<file path="src/rtl/divider.sv">
// Sequential signed 32-bit non-restoring divider: one add/subtract step per cycle.
// Define DIVIDER_REMAINDER_EN to add the data_remainder port and remainder correction.
module divider (
    input  logic        clock,
    input  logic        reset,
    input  logic        ctrl_DIV,
    input  logic [31:0] data_operandA,
    input  logic [31:0] data_operandB,
    output logic [31:0] data_result,
`ifdef DIVIDER_REMAINDER_EN
    output logic [31:0] data_remainder,
`endif
    output logic        data_exception,
    output logic        data_resultRDY,
    output logic        busy
);

    // Handshake: ctrl_DIV is a fire-and-forget start (no ready), sampled in any
    // state; data_resultRDY pulses once per completed, non-aborted operation.
    typedef enum logic [1:0] {IDLE, ITER, FIX, DONE} state_t;

    state_t      r_state;
    logic        r_sign_a;
    logic        r_sign_b;
    logic        r_exc;
    logic [32:0] r_q;
    logic [32:0] r_d;
    logic [32:0] r_p;
    logic [4:0]  r_cnt;

    logic [32:0] w_a_ext;
    logic [32:0] w_b_ext;
    logic [32:0] w_abs_a;
    logic [32:0] w_abs_b;
    logic        w_div0;
    logic        w_ovf;
    logic [32:0] w_p_sh;
    logic [32:0] w_p_new;
    logic [32:0] w_q_next;
    logic [32:0] w_q_neg;
    logic [31:0] w_quot;
    logic        w_exc_done;

    assign w_a_ext  = {data_operandA[31], data_operandA};
    assign w_b_ext  = {data_operandB[31], data_operandB};
    assign w_abs_a  = data_operandA[31] ? -w_a_ext : w_a_ext;
    assign w_abs_b  = data_operandB[31] ? -w_b_ext : w_b_ext;
    assign w_div0   = (data_operandB == 32'h0000_0000);
    assign w_ovf    = (data_operandA == 32'h8000_0000) && (data_operandB == 32'hFFFF_FFFF);

    // The dividend magnitude lives in Q[31:0]; its MSB feeds P on each shift.
    assign w_p_sh   = {r_p[31:0], r_q[31]};
    assign w_p_new  = r_p[32] ? (w_p_sh + r_d) : (w_p_sh - r_d);
    assign w_q_next = {r_q[31:0], ~w_p_new[32]};
    assign w_q_neg  = -r_q;
    assign w_quot   = (r_sign_a ^ r_sign_b) ? w_q_neg[31:0] : r_q[31:0];

    // An exception start parks in DONE for one cycle, then publishes its result.
    assign w_exc_done = (r_state == DONE) && r_exc;

`ifdef DIVIDER_REMAINDER_EN
    logic [32:0] w_p_fix;
    logic [32:0] w_r_neg;
    logic [31:0] w_rem;

    assign w_p_fix = r_p[32] ? (r_p + r_d) : r_p;
    assign w_r_neg = -w_p_fix;
    assign w_rem   = r_sign_a ? w_r_neg[31:0] : w_p_fix[31:0];
`endif

    always_ff @(posedge clock) begin
        if (reset) begin
            r_state        <= IDLE;
            r_sign_a       <= 1'b0;
            r_sign_b       <= 1'b0;
            r_exc          <= 1'b0;
            r_q            <= '0;
            r_d            <= '0;
            r_p            <= '0;
            r_cnt          <= '0;
            data_result    <= '0;
`ifdef DIVIDER_REMAINDER_EN
            data_remainder <= '0;
`endif
            data_exception <= 1'b0;
            data_resultRDY <= 1'b0;
            busy           <= 1'b0;
        end else begin
            data_resultRDY <= 1'b0;

            if (w_exc_done) begin
                data_result    <= r_q[31:0];
`ifdef DIVIDER_REMAINDER_EN
                data_remainder <= '0;
`endif
                data_exception <= 1'b1;
                data_resultRDY <= 1'b1;
            end

            if (ctrl_DIV) begin
                r_sign_a <= data_operandA[31];
                r_sign_b <= data_operandB[31];
                r_d      <= w_abs_b;
                r_p      <= '0;
                r_cnt    <= '0;
                if (w_div0 || w_ovf) begin
                    r_exc   <= 1'b1;
                    r_q     <= w_ovf ? 33'h0_8000_0000 : 33'h0_0000_0000;
                    r_state <= DONE;
                    busy    <= 1'b0;
                end else begin
                    r_exc   <= 1'b0;
                    r_q     <= w_abs_a;
                    r_state <= ITER;
                    busy    <= 1'b1;
                end
            end else begin
                case (r_state)
                    IDLE: begin
                        r_state <= IDLE;
                    end
                    ITER: begin
                        r_p   <= w_p_new;
                        r_q   <= w_q_next;
                        r_cnt <= r_cnt + 5'd1;
                        if (r_cnt == 5'd31) begin
                            r_state <= FIX;
                        end
                    end
                    FIX: begin
                        data_result    <= w_quot;
`ifdef DIVIDER_REMAINDER_EN
                        data_remainder <= w_rem;
`endif
                        data_exception <= 1'b0;
                        data_resultRDY <= 1'b1;
                        busy           <= 1'b0;
                        r_state        <= DONE;
                    end
                    DONE: begin
                        r_state <= IDLE;
                    end
                    default: begin
                        r_state <= IDLE;
                    end
                endcase
            end
        end
    end

endmodule

</file>
<file path="config.mk">
export PLATFORM = sky130hd
export DESIGN_NAME = divider
export DESIGN_NICKNAME = d
export VERILOG_FILES = /design/src/rtl/divider.sv
export SDC_FILE = /design/constraint.sdc
export NUM_CORES = 1
export LEC_CHECK = 0
export ABC_AREA = 1
export BUFFER_PORTS_ARGS = -buffer_cell sky130_fd_sc_hd__buf_2
export CORE_ASPECT_RATIO = 1.4
export CORE_MARGIN = 1
export CORE_UTILIZATION = 45
export DETAILED_ROUTE_END_ITERATION = 12
export GPL_TIMING_DRIVEN = 0
export PLACE_DENSITY = 0.74
export SLEW_MARGIN = 0
export SYNTH_ARGS = -nofsm -noshare
export SYNTH_HDL_FRONTEND = slang
export SYNTH_SLANG_ARGS = --single-unit
</file>
<file path="constraint.sdc">
create_clock -name clock -period 3.2 [get_ports clock]
set_input_delay 0.48 -clock clock [delete_from_list [all_inputs] [get_ports clock]]
set_output_delay 0.48 -clock clock [all_outputs]
set_load 0.01 [all_outputs]
</file>
==> results of run 1 <==
==> registers in the layout (all words and copies together), names as in the netlist <==
name            count
r_d                33
r_p                33
data_result        32
r_q                32
r_cnt               5
r_state             2
busy                1
data_exception      1
data_resultRDY      1
r_exc               1
r_sign_a            1
r_sign_b            1
==> metal layers <==
layer	share of wire [%]	track usage, %	wire [um]	vias to the layer above
met4	7.1	22.9	2970	12
met3	4.5	5.08	1870	177
met1	37	32.3	15300	5904
met2	51	60.5	21400	461
li1	-	-	-	6478
met5	0.21	0	87	-
==> layout make-up <==
cell class,instances,area [um^2]
Buffer,65,284
Tap cell,315,394
Fill cell,2622,11500
Sequential cell,143,2860
Antenna cell,2,5.00
Multi-Input combinational cell,1449,7630
Clock inverter,12,124
Timing Repair Buffer,110,578
Inverter,257,970
Clock buffer,19,453
==> power by group <==
part,switching (mW),total (mW),internal [mW]
Sequential,0.129,2.02,1.89
Clock,0.854,1.98,1.12
Combinational,1.37,2.05,0.677
Total,2.35,6.04,3.69
==> repair_timing <==
item / 4_1_cts / 5_1_grt
hold buffers: 0 / 0
endpoints found under the hold margin: 0 / 0
setup buffers: 3 / 8
setup endpoints to repair: 18 / 19
pin swaps: 4 / 18
gates resized for setup: 6 / 73
==> cells by family (layout without fill, tap and decap cells) <==
| family | Yosys count | in the layout | synth area share, % |
|---|---|---|---|
| AND/OR/NAND/NOR | 958 | 958 | 36.0 |
| XOR/XNOR | 71 | 71 | 5.44 |
| other | 0 | 2 | 0 |
| buffers and inverters | 322 | 463 | 10.9 |
| AO/OA/AOI/OAI | 377 | 377 | 17.9 |
| adder cells (fa/ha/maj) | 43 | 43 | 4.77 |
| flip-flops | 143 | 143 | 25.0 |
==> per-stage QoR <==
stage	util, %	area, um^2	power (mW)	hold slack [ps]
floorplan	-	11400	3.34	431
global placement	49.6	12300	3.88	448
detailed placement	49.6	12300	3.91	456
CTS	52.1	12900	5.89	360
global route	53.5	13300	6.37	384
finish	53.5	13300	6.04	364
==> synth_stat cells (5+ instances only) <==
master | number | area, um^2
o21ai_1 | 5 | 25.0
nand4_1 | 26 | 163
inv_2 | 10 | 37.5
nand2_1 | 451 | 1690
buf_2 | 14 | 70.1
nor3_1 | 29 | 145
nand3_1 | 152 | 761
inv_1 | 244 | 916
o21bai_1 | 9 | 67.6
a21oi_1 | 138 | 691
clkbuf_1 | 47 | 176
nand2_2 | 6 | 37.5
xnor2_1 | 8 | 70.1
dfxtp_1 | 143 | 2860
nand3_2 | 9 | 90.1
o22ai_1 | 15 | 93.8
nor2_2 | 15 | 93.8
nor2_1 | 246 | 923
nor3_2 | 5 | 50.1
ha_1 | 42 | 526
o21ai_0 | 169 | 846
o211ai_1 | 17 | 128
xor2_1 | 63 | 552
==> path summary, 6_finish.rpt <==
check | slack, ps | from | endpoint
setup / recovery | 80 | r_d[0] | r_p[31]
hold / removal | 360 | data_operandB[0] | r_d[0]
setup reg to reg | 80 | r_d[0] | r_p[31]
hold reg to reg | 460 | r_d[32] | r_d[32]
==> critical path, cell delays in order (launching register included) <==
cell	delay (ps)
dfxtp_1	340
inv_2	100
ha_4	160
nand3_4	100
nor3_4	230
nand3b_1	250
nand2_2	170
o21ai_0	110
xor2_1	180
ha_1	380
nand2_1	120
nor2_1	190
nand2_1	110
nor3_2	110
nand2_1	120
nand3_1	90
nand3_1	100
nand2_1	100
inv_1	40
==> impl_metrics.toml, run 1 <==
[finish]
layout_commonest_cell = "nand2_1"
final_cell_count_no_fill = 2372
nNetsFinal = 2153
drive_gt1_share_pct = 13.2
layout_common_cells = "441 x nand2_1, 243 x nor2_1, 239 x inv_1"
area_growth_pct = 16.3

[clocking]
cts.clk_slew.worst_paths_ps = 60
cts_tree = "yes"
cts-root-buf = "clkbuf_16"
h-tree-depth = 4
numCtsBuffers = 17
cts_buffer_depth = 2
clkLatencyLatePin_ps = 430
cts.sinks = 143

[timing]
hold_viol = 0
max-slew-margin-rel_pct = 31.8
max_freq_ghz = 0.321
period_share_pct = 97.4
rsz0062_at_grt = "true"
tightest_slew_ps = 1020
slew_viol_final = 0
setup_viol = 0
finalSetupTns_ps = 0
layout_setup_ws_ps = 83.3
clock_skew_ps = 8.78
period_needed_ps = 3120

[routing]
first_pass_iters = 6
ant_nets = 0
viasPerCell = 5.49
wirelength_mm = 41.7
wl_per_cell_um = 17.6
initialDrtViolationCount = 723
drc = 0
num_vias = 13000

[worst_setup_path]
critical_path.max_fanout = 5
rr_worst_depth = 18
crit_arrival_ps = 3450
crit_type = "reg2reg"
end_kind = "flip-flop"
worstPathRequired_ps = 3530
start_kind = "flip-flop"

[floorplanning]
die_area_mm2 = 0.0261
die_y_um = 191
initial_utilization_pct = 46.0
die-width_um = 137
core_mm2 = 0.0248
ios = 102
num_rows = 68

[place]
pre_cts_ws_ps = -211
port_buffers = 99
dp.cells = 2328
gp_congestion = 0.969
hpwl_mm = 33.2

[pwr]
ir_drop_v = 0.000365
powerDensity_mw_per_mm2 = 454
p_leak_nw = 6.43

[logic_synthesis]
syn_inst = 1914
synth_area_mm2 = 0.0114
yosysWarnings = 0
synth.avg_cell_area_um2 = 5.97
synth-seq-cells = 143
synth_nets = 2024
synth_edf_count = 0
synthArstFlopShare_pct = 0
yosys_most_used_dff = "dfxtp_1"
yosysSeqAreaShare_pct = 25.0
yosysUniqueCellTypes = 48

[global_route]
grt_pass1_vias = 12700
grt_max_degree = 17
grt_usage_pct = 32.5
grt_pass1_wl_mm = 64.4
gr-total-overflow = 0
grt_antenna_before_repair = 9

[run_status]
run_status = "completed"

[worst_hold_path]
min_path_cells = 3
hold_path.class = "in2reg"

[job]
drv_cap = 0
Power figures use the tool's default switching activity.
==> run 2, diff against run 1 <==
REMOVE_ABC_BUFFERS = 1   (was default)
==> run 2 against run 1 <==
Highest routed layer unchanged. Cell count fell by 2.0%. Die area did not move. Wire length fell by 15%. Via count fell by 2.6%. Worst hold slack got worse by 16 ps. Clock skew fell by 1.6 ps. Largest power group is now the clock network. Critical path depth rose by 2. Sequential share of layout area rose by 0.089 points. First-iteration DRC count rose by 12%. Worst setup slack improved by 7.0 ps. Critical endpoint is now r_p[27].
==> impl_metrics.toml, run 2 (same netlist as run 1, synthesis figures left out) <==
[floorplanning]
die_area_mm2 = 0.0261
initial_utilization_pct = 46.0
die-width_um = 137
ios = 102
core_mm2 = 0.0248
die_y_um = 191
num_rows = 68

[finish]
reg.largest.list = "r_d (33), r_p (33)"
fillers = 2503
fin_area_mm2 = 0.0133
layout_common_cells = "439 x nand2_1, 234 x inv_1, 233 x nor2_1"
nNetsFinal = 2101
area_growth_pct = 15.9
drive_gt1_share_pct = 14.5
layout_commonest_cell = "nand2_1"

[global_route]
gr-total-overflow = 0
grt_usage_pct = 27.3
grt_pass1_vias = 11700
grt_max_degree = 54
grt_pass1_wl_mm = 55.7
grt_antenna_before_repair = 5

[timing]
setup_viol = 0
clock_skew_ps = 7.13
period_share_pct = 97.2
slew_viol_final = 0
rsz0062_at_grt = "true"
tightest_slew_ps = 1060
hold_viol = 0
hold_ws_ps = 348
max_freq_ghz = 0.322
max-slew-margin-rel_pct = 29.3
period_needed_ps = 3110

[worst_setup_path]
critical_path.max_fanout = 4
regToRegSetupSlack_ps = 90
rr_worst_depth = 20
end_kind = "flip-flop"
start_kind = "flip-flop"
crit_type = "reg2reg"
crit_arrival_ps = 3440
worstPathRequired_ps = 3530

[pwr]
powerDensity_mw_per_mm2 = 455
p_leak_nw = 6.37
ir_drop_v = 0.000378

[clocking]
cts_tree = "yes"
h-tree-depth = 4
cts-root-buf = "clkbuf_16"
ctsHoldBuffers = 0
numCtsBuffers = 17
clkLatencyLatePin_ps = 440
cts.sinks = 143
cts.clk_slew.worst_paths_ps = 60
cts_buffer_depth = 2

[routing]
drc = 0
ant_nets = 0
initialDrtViolationCount = 812
wirelength_mm = 35.6
num_vias = 12700
first_pass_iters = 5
wl_per_cell_um = 15.3
viasPerCell = 5.46

[run_status]
run_status = "completed"

[place]
gp_congestion = 0.952
hpwl_mm = 26.7
port_buffers = 101
placed_area_mm2 = 0.0121

[worst_hold_path]
min_path_cells = 4
hold_path.class = "in2reg"

[job]
drv_cap = 0
run 2: power by group:
group	internal, mW	total, mW	switching (mW)
logic	0.684	2.00	1.32
clock network	1.22	2.02	0.801
registers	1.89	2.00	0.114
total	3.80	6.03	2.23
run 2: critical path, stage by stage (launching register included):
cell and delay, ps:
dfxtp_1 320, inv_2 110, nand3_4 100, nor2_4 120, nand2_2 90, nor2_4 170, nand3_4 120, o21ai_4 220
nand2_1 90, xor2_1 160, ha_1 380, buf_4 150, nand2_1 110, nor2_2 190, nand2_1 90, nor3_1 130
nand2_1 150, nand3_2 110, nand3_1 70, nand2_1 90, inv_1 40
run 2: final cells by class:
type | instances | area, um^2 | share of cell area (%)
Timing Repair Buffer | 122 | 723 | 5.46
Multi-Input combinational cell | 1449 | 7670 | 57.9
Tap cell | 315 | 394 | 2.97
Inverter | 257 | 982 | 7.41
Clock inverter | 10 | 110 | 0.831
Antenna cell | 5 | 12.5 | 0.0944
Sequential cell | 143 | 2870 | 21.6
Clock buffer | 22 | 484 | 3.65
Timing Repair inverter | 1 | 7.51 | 0.0566
run 2: final timing paths:
path                                        start       to
worst max-delay path                       r_d[0]  r_p[27]
worst min-delay path            data_operandB[28]  r_d[28]
worst max register to register             r_d[0]  r_p[27]
worst min register to register            r_d[32]  r_d[32]
run 2: timing repair:
item / CTS / global route
resized for setup: 10 / 86
buffers inserted: 1 / 17
cloned: 1 / 0
endpoints found under the setup margin: 21 / 25
pin swaps: 2 / 24
run 2: layer usage:
layer | vias up | part of all wire, % | wire length [um] | global-route usage, %
li1 | 6369 | - | - | -
met1 | 5798 | 37 | 13100 | 27.0
met2 | 401 | 53 | 18800 | 51.9
met3 | 116 | 5.1 | 1810 | 4.78
met4 | 6 | 5.3 | 1890 | 16.3
met5 | - | 0.12 | 43 | 0
run 2: per-stage QoR:
stage                     std cells  setup WS, ps  power, mW  util [%]  TNS (ps)
after global routing           2320          -116       6.37      53.3      -461
after floorplan                1849         -8.41       3.30         -     -8.41
final                          2324          90.3       6.03      53.3         0
after global placement         2265         -1970       3.77      48.5   -115660
after detailed placement       2267          -244       3.81      48.7     -3500
after CTS                      2301          34.7       5.84      51.3         0
==> run 3, diff against run 2 <==
ABC_AREA = default   (was 1)
PLACE_DENSITY = 0.75   (was 0.74)
SETUP_SLACK_MARGIN = 0.05   (was default)
==> run 3 against run 2 <==
The run now ends with setup timing left. Sequential cell count did not move. Sequential power barely moved. Clock skew rose by 7.8 ps. Combinational power fell by 5%. Cell count fell by 28%. Worst hold slack improved by 29 ps. Largest power group unchanged.
==> impl_metrics.toml, run 3 <==
[run_status]
run_status = "finished with violations"
failed_checks = "setup timing"

[logic_synthesis]
yosysTopAreaCell = "dfxtp_1"
synth_top_area_share_pct = 29.2
synth-seq-cells = 143
synth_edf_count = 0
synth_most_common_cell = "nor2_1"
synth_area_leaders = "dfxtp_1 29%, nor2_1 7.0%, a21oi_1 6.7%, a211oi_1 5.6%, xor2_1 5.5%"
yosys_most_used_dff = "dfxtp_1"
synth_commonest_cells = "182 x nor2_1, 143 x dfxtp_1, 131 x a21oi_1"
yosysSeqAreaShare_pct = 29.2
synthArstFlopShare_pct = 0
yosysWarnings = 0
synth.avg_cell_area_um2 = 7.57
yosysUniqueCellTypes = 66
syn_inst = 1295
synth_area_mm2 = 0.00980

[floorplanning]
die_y_um = 177
num_rows = 63
initial_utilization_pct = 46.0
ios = 102
core_mm2 = 0.0213
die-width_um = 127
die_area_mm2 = 0.0224

[routing]
wl_per_cell_um = 19.1
initialDrtViolationCount = 888
first_pass_iters = 6
drc = 0
num_vias = 10400
viasPerCell = 6.27
wirelength_mm = 31.8
ant_nets = 0

[finish]
layout_commonest_cell = "nor2_1"
diodes = 0
reg.largest.list = "r_d (33), r_p (33)"
area_growth_pct = 22.6
fin_area_mm2 = 0.0120
nNetsFinal = 1500
layout_common_cells = "170 x nor2_1, 135 x dfxtp_1, 117 x a21oi_1"
drive_gt1_share_pct = 21.4
fillers = 1893
final_cell_count_no_fill = 1663

[job]
drv_cap = 0

[global_route]
gr-total-overflow = 0
grt_pass1_vias = 10000
grt_max_degree = 74
grt_antenna_before_repair = 0
grt_usage_pct = 27.5
grt_pass1_wl_mm = 49.4

[place]
dp.cells = 1584
hpwl_mm = 20.5
gp_congestion = 0.914
placed_area_mm2 = 0.0105
port_buffers = 101

[worst_setup_path]
worstReg2RegEnd = "r_p[24]"
regToRegSetupSlack_ps = -580
rr_startpoint = "r_d[6]"
end_kind = "flip-flop"
crit_type = "reg2reg"
rr_worst_depth = 18
start_kind = "flip-flop"
worstPathRequired_ps = 3550
crit_arrival_ps = 4130
critical_path.max_fanout = 4

[timing]
tightest_slew_ps = 1440
max_freq_ghz = 0.265
max-slew-margin-rel_pct = 3.64
hold_ws_ps = 377
slew_viol_final = 0
layout_setup_ws_ps = -580
setup_viol = 21
finalSetupTns_ps = -7270
clock_skew_ps = 14.9
period_share_pct = 118
hold_viol = 0
rsz0062_at_grt = "true"
period_needed_ps = 3780

[clocking]
cts.clk_slew.worst_paths_ps = 70
cts-root-buf = "clkbuf_16"
ctsHoldBuffers = 0
cts_tree = "yes"
h-tree-depth = 4
cts_buffer_depth = 2
clkLatencyLatePin_ps = 440
numCtsBuffers = 17
cts.sinks = 143

[pwr]
totalPowerFinal_mw = 6.02
p_leak_nw = 4.80
powerDensity_mw_per_mm2 = 501
ir_drop_v = 0.000385

[worst_hold_path]
min_path_cells = 3
hold_end = "r_d[0]"
hold_path.class = "in2reg"
hp-start = "data_operandB[0]"
[run 3: worst max path at each step]
| stage | start | to | slack [ps] |
|---|---|---|---|
| final | r_d[6] | r_p[24] | -580 |
| after global routing | r_d[6] | r_p[28] | -700 |
| after CTS | r_d[6] | r_p[28] | -560 |
| after detailed placement | r_d[5] | r_p[26] | -1830 |
| after global placement | r_state[0] | r_state[0] | -2420 |
| after floorplan | r_d[5] | r_p[26] | -1020 |
[run 3: area by class of cell]
type	count	area (um^2)	share of cell area, %
inverter	54	209	1.74
multi-input combinational	1022	7000	58.3
sequential	143	2890	24.0
timing repair buffer	152	983	8.19
clock inverter	15	181	1.51
clock buffer	17	425	3.54
tap	260	325	2.71
[run 3: logic make-up (layout without fill, tap and decap cells)]
logic type      count (synthesis)  after routing  synth area share [%]
simple gates                  425            425                  20.2
compound gates                417            417                  27.4
flops                         143            143                  29.2
buf+inv                       130            238                  4.99
xor+xnor                      114            114                  10.2
fa+ha+maj                      43             43                  5.57
mux                            23             23                  2.36
[run 3: repair_timing]
item / 4_1_cts / 5_1_grt
pin swaps: 46 / 35
hold endpoints to repair: 0 / 0
gates cloned: 0 / 0
buffers inserted: 37 / 11
endpoints found under the setup margin: 73 / 49
resized for setup: 85 / 64
[run 3: per-stage QoR]
stage	setup slack (ps)	util [%]
floorplan	-1020	-
global placement	-2420	48.6
detailed placement	-1830	49.3
CTS	-563	54.8
global route	-701	56.4
finish	-580	56.4
[run 3: metal layers]
metal / GRT usage [%] / share of wire, % / up-vias
met5: 0 / 0 / -
met4: 13.0 / 4.7 / 0
met3: 4.73 / 5.6 / 113
met2: 50.8 / 51 / 443
met1: 30.2 / 38 / 4936
li1: - / - / 4938
[run 3: report_power, final]
group,total (mW),leakage [nW],switching (mW),internal (mW)
clock network,2.10,0.295,0.868,1.24
registers,2.01,1.18,0.123,1.89
logic,1.90,3.32,1.13,0.770
[run 3: worst max-delay path, stage by stage, from the launching register on]
cell and delay [ps]:
dfxtp_4 340, or4_4 530, nor4_4 180, buf_4 180, a21oi_2 70, nor2_2 130
o21ai_2 70, xor2_1 170, ha_1 310, a21o_1 190, a21o_1 160, a21o_1 170
a22o_1 230, or2_4 260, buf_4 140, buf_4 130, a31oi_1 150, nand3_1 90
a21oi_1 170
